[src/rtl/rf_wb_arbiter.sv]
// Write-back arbiter for the 2R1W register file: shares the single write port between
// the ALU, the long-latency unit and debug, stages the granted write and forwards it.
module rf_wb_arbiter #(
   parameter int XLEN         = 32,
   parameter int AW           = 5,
   parameter int STARVE_LIMIT = 4
) (
   input  logic            clk,
   input  logic            reset_n,
   input  logic            a_valid,
   output logic            a_ready,
   input  logic [AW-1:0]   a_addr,
   input  logic [XLEN-1:0] a_data,
   input  logic            b_valid,
   output logic            b_ready,
   input  logic [AW-1:0]   b_addr,
   input  logic [XLEN-1:0] b_data,
   input  logic            d_valid,
   output logic            d_ready,
   input  logic [AW-1:0]   d_addr,
   input  logic [XLEN-1:0] d_data,
   input  logic [AW-1:0]   ra1,
   input  logic [AW-1:0]   ra2,
   output logic [XLEN-1:0] rd1,
   output logic [XLEN-1:0] rd2,
   output logic [AW-1:0]   io_rf_ra1,
   output logic [AW-1:0]   io_rf_ra2,
   input  logic [XLEN-1:0] io_rf_rd1,
   input  logic [XLEN-1:0] io_rf_rd2,
   output logic [AW-1:0]   io_rf_wa,
   output logic            io_rf_wen,
   output logic [XLEN-1:0] io_rf_wd
);

   localparam logic [3:0]    STARVE_MAX = 4'(STARVE_LIMIT);
   localparam logic [AW-1:0] X0_ADDR    = {AW{1'b0}};

   logic            boost_s;
   logic            a_hs_s;
   logic            b_hs_s;
   logic            d_hs_s;
   logic            fwd1_s;
   logic            fwd2_s;
   logic [3:0]      starve_cnt_q, starve_cnt_d;
   logic            wen_q, wen_d;
   logic [AW-1:0]   wa_q, wa_d;
   logic [XLEN-1:0] wd_q, wd_d;

   // Grants: fixed priority A > B > D, with B promoted once it has waited STARVE_LIMIT cycles.
   always_comb begin
      boost_s = (starve_cnt_q == STARVE_MAX) && b_valid;
      if (reset_n) begin
         a_ready = !boost_s;
         b_ready = boost_s || !a_valid;
         d_ready = !a_valid && !b_valid;
      end else begin
         a_ready = 1'b0;
         b_ready = 1'b0;
         d_ready = 1'b0;
      end
      a_hs_s = a_valid && a_ready;
      b_hs_s = b_valid && b_ready;
      d_hs_s = d_valid && d_ready;
   end

   // Next write-stage contents and starvation count; x0 writes are accepted but not enabled.
   always_comb begin
      wen_d = 1'b0;
      wa_d  = wa_q;
      wd_d  = wd_q;
      if (a_hs_s) begin
         wen_d = (a_addr != X0_ADDR);
         wa_d  = a_addr;
         wd_d  = a_data;
      end else if (b_hs_s) begin
         wen_d = (b_addr != X0_ADDR);
         wa_d  = b_addr;
         wd_d  = b_data;
      end else if (d_hs_s) begin
         wen_d = (d_addr != X0_ADDR);
         wa_d  = d_addr;
         wd_d  = d_data;
      end else begin
         wen_d = 1'b0;
      end

      if (b_valid && !b_ready) begin
         if (starve_cnt_q >= STARVE_MAX) begin
            starve_cnt_d = STARVE_MAX;
         end else begin
            starve_cnt_d = starve_cnt_q + 4'd1;
         end
      end else begin
         starve_cnt_d = 4'd0;
      end
   end

   // State registers with synchronous active-low reset.
   always_ff @(posedge clk) begin
      if (!reset_n) begin
         starve_cnt_q <= 4'd0;
         wen_q        <= 1'b0;
         wa_q         <= X0_ADDR;
         wd_q         <= {XLEN{1'b0}};
      end else begin
         starve_cnt_q <= starve_cnt_d;
         wen_q        <= wen_d;
         wa_q         <= wa_d;
         wd_q         <= wd_d;
      end
   end

   // Write port and forwarding; reset masks the staged enable so a pending write never lands.
   always_comb begin
      io_rf_wen = wen_q && reset_n;
      io_rf_wa  = wa_q;
      io_rf_wd  = wd_q;
      io_rf_ra1 = ra1;
      io_rf_ra2 = ra2;
      fwd1_s    = io_rf_wen && (wa_q == ra1) && (ra1 != X0_ADDR);
      fwd2_s    = io_rf_wen && (wa_q == ra2) && (ra2 != X0_ADDR);
      if (fwd1_s) begin
         rd1 = wd_q;
      end else begin
         rd1 = io_rf_rd1;
      end
      if (fwd2_s) begin
         rd2 = wd_q;
      end else begin
         rd2 = io_rf_rd2;
      end
   end

endmodule

[config.mk]
export PLATFORM = sky130hd
export DESIGN_NAME = rf_wb_arbiter
export DESIGN_NICKNAME = d
export VERILOG_FILES = /design/src/rtl/rf_wb_arbiter.sv
export SDC_FILE = /design/constraint.sdc
export NUM_CORES = 1
export LEC_CHECK = 0
export BUFFER_PORTS_ARGS = -buffer_cell sky130_fd_sc_hd__buf_4
export CAP_MARGIN = 10
export CORE_AREA = 2 2 119 121
export CTS_CLUSTER_SIZE = 12
export DETAILED_ROUTE_END_ITERATION = 7
export DIE_AREA = 0 0 121 123
export GPL_ROUTABILITY_DRIVEN = 0
export RECOVER_POWER = 25
export SYNTH_ARGS = -nofsm -noshare
export SYNTH_HDL_FRONTEND = slang
export SYNTH_SLANG_ARGS = --single-unit
[constraint.sdc]
create_clock -name clk -period 2.4 [get_ports clk]
set_clock_uncertainty 0.15 [all_clocks]
set_input_delay 0.48 -clock clk [delete_from_list [all_inputs] [get_ports clk]]
set_output_delay 0.48 -clock clk [all_outputs]
set_load 0.02 [all_outputs]
==> results.yml <==
route:
  wl_per_cell_um: 18.4
  drt_iter0_markers: 155
  routed_wl_um: 15100
  ant_nets: 0
  drt_first_pass_iters: 4
  viasPerCell: 4.73
  vias: 3882
  drc: 0
setup_path:
  critPathMaxFanout: 13
  r2r-end: "wen_q$_SDFF_PN0_"
  crit_buf_inv: 3
  r2r_slack_ns: 0.35
  endpoint_kind: "output pin"
  crit_start: "io_rf_wa[1]$_SDFFE_PN0P_"
  crit_family: "buffers and inverters"
  slowest_delay_ns: 0.41
  crit_chain: "xnor2_2, nand3_1, a211oi_4, buf_6, buf_12, mux2_2, buf_4"
  worstPathArrival_ns: 2.02
  critPathLaunchType: "flip-flop"
  timing.rr.start: "starve_cnt_q[0]$_SDFF_PP0_"
  cp_slowest_cell: "dfxtp_4"
  worstRegToRegCells: 6
  required_ns: 1.77
  critPathKind: "flip-flop to output pin"
job:
  cap_viol_max_count: 0
worst_hold_path:
  whs_endpoint: "io_rf_wd[1]$_SDFFE_PN0P_"
  min_from: "a_data[1]"
  hold_path_class: "primary input to flip-flop"
  hold_depth: 2
clock_tree:
  clkTransAtPathRegs_ns: 0.06
  worstSkewPairLatency_ns: 0.28
  clock_sinks: 42
  cts_tree: "yes"
  h-tree-depth: 2
  cts-root-buf: "clkbuf_16"
  postCtsHoldBufs: 0
  clk_path_buf_depth: 2
  cts_buffers: 5
layout:
  fillers: 1318
  antenna_cells: 0
  fin_cells: 820
  syn_to_final_growth_pct: 103
  drive_gt1_share_pct: 63.4
  nets: 831
timing:
  max_freq_ghz: 0.377
  tightest_slew_ns: 0.847
  fin_crit_sh_pct: 111
  period_needed_ns: 2.65
  finalWorstSetupSlack_ns: -0.254
  rsz0062_at_grt: "yes"
  slew_viol_final: 0
  hold_viol: 0
  relSlewSlack_pct: 43.5
  setup_viol: 64
logic_synthesis:
  synth_top_cell_area_share_pct: 28.1
  synth-simple-area-share_pct: 14.0
  syn-cell-area_sq_mm: 0.00300
  syn_area_per_cell_sq_um: 8.79
  synth_xor_area_share_pct: 2.34
  ys_warn_count: 0
  ys_ff_latch: 42
  synthTopCellsByArea: "dfxtp_1 28%, mux2_2 22%, a221o_1 12%"
  synth_top_family_by_area: "multiplexers"
  synth_top_cell_by_area: "dfxtp_1"
  synth_fa_ha_area_share_pct: 0.835
  synth_compound_area_share_pct: 21.9
  synth.distinct_cells: 35
  yosysSeqAreaShare_pct: 28.1
  synthCells: 341
  synth_mux_area_share_pct: 24.6
  syn_nets: 533
floorplan:
  io_pins: 305
  core_area_sq_mm: 0.0136
  start_util_pct: 22.0
  die_w_um: 121
  die_h_um: 123
  rows: 43
  dieArea_sq_mm: 0.0149
power_and_ir_drop:
  p_leak_nw: 2.91
  ir_drop_v: 0.000337
  p_per_area_mw_per_mm2: 419
status:
  violations: "setup timing"
  status: "finished with violations"
grt:
  grt_max_degree: 42
  grt_pass1_wl_um: 20500
  track_usage_pct: 17.9
  grt_pass1_vias: 3840
  grt-ovfl-total: 0
  antenna_found_initial: 0
place:
  dp_slack_ns: -0.239
  hpwl_um: 10900
  placedCellCount: 804
  io_buffer_count: 304
[cell usage in the layout (no fill, tap or decap), types with 2 or more instances in the layout]
cell type	instances
buf_4	265
nand2_1	79
mux2_4	41
a21oi_1	38
a221o_1	37
dfxtp_1	37
buf_6	37
mux2_2	23
clkbuf_1	16
buf_12	8
clkbuf_16	7
xnor2_2	6
dfxtp_4	4
and2_1	2
nor2_1	2
xnor2_1	2
a211oi_4	2
nor3b_1	2
inv_1	2
and3_1	2
or4_1	2
nor3_1	2
o21ai_0	2
ha_1	2
clkinvlp_4	2
[registers in the layout, indices dropped and copies added, names as in the netlist]
register      count
io_rf_wa          5
starve_cnt_q      4
wen_q             1
io_rf_wd         32
[Yosys cell counts, drive strengths merged]
cell type and n:
a21boi 1, a21bo 1, o21bai 1, clkbuf 7, buf 30, o41ai 2
and2 3, nor3 2, xnor2 8, nand3 2, nor2b 1, nand2 79
a221o 37, a211oi 2, nand4b 1, ha 2, o311a 1, inv 2
a31o 1, o21ai 2, nor3b 2, conb 1, dfxtp 42, nor2 3
a21oi 38, mux2 64, or4 2, nand3b 1, and3 3
[final cells by class]
type	instances	area, sq um	area share, %
clock buffers	5	125	2.06
clock inverters	3	45.0	0.740
inverters	2	7.51	0.123
multi-input cells	260	2150	35.3
flip-flops and latches	42	857	14.1
well taps	180	225	3.70
repair buffers	328	2680	44.0
[worst register-to-register path: stages, from the launching register on]
cell	delay, ns
dfxtp_1	0.33
inv_1	0.06
ha_1	0.21
nand4b_1	0.14
and3_2	0.77
o21ai_0	0.21
o21ai_0	0.11
[power breakdown]
part	switching (mW)	internal, mW	leakage (nW)
logic	0.413	0.533	2.48
clock network	0.290	0.491	0.0760
registers	0.0740	0.752	0.351
[kinds of logic (layout without fill, tap and decap cells)]
family / after synthesis / after routing
compound gates: 86 / 86
xor+xnor: 8 / 8
fa+ha+maj: 2 / 2
buf+inv: 39 / 338
flops: 42 / 42
mux: 64 / 64
other cells: 1 / 1
simple gates: 99 / 99
[worst max path at each step]
stage	endpoint	slack (ns)	cells past startpoint
after global routing	rd2[27]	-0.31	7
after CTS	rd2[10]	-0.24	6
after global placement	rd1[7]	-0.22	6
after floorplan	rd1[7]	0.01	5
final	rd2[27]	-0.25	7
after detailed placement	rd1[7]	-0.24	6
[stage by stage]
step | setup TNS, ns | hold WS, ns | util [%] | instance area (sq um) | total power [mW]
floorplan | 0 | 0.352 | - | 3000 | 1.21
global placement | -10.53 | 0.363 | 40.4 | 5500 | 1.71
detailed placement | -11.50 | 0.373 | 40.4 | 5500 | 1.72
CTS | -12.44 | 0.249 | 44.1 | 6000 | 2.57
global route | -17.66 | 0.250 | 44.7 | 6090 | 2.67
finish | -14.03 | 0.264 | 44.7 | 6090 | 2.55
[layer usage]
metal,up-vias,track usage [%],wire length (um)
met2,180,35.1,8070
li1,1838,-,-
met3,6,4.34,1190
met4,0,3.27,97
met5,-,0,0
met1,1858,19.4,5730
[timing repair]
action / in CTS / in global routing
gates resized for setup: 65 / 34
pin swaps: 2 / 5
endpoints found under the setup margin: 64 / 64
cloned: 2 / 2
setup buffers: 5 / 1
Note: power is estimated with default switching activity, not from simulation.
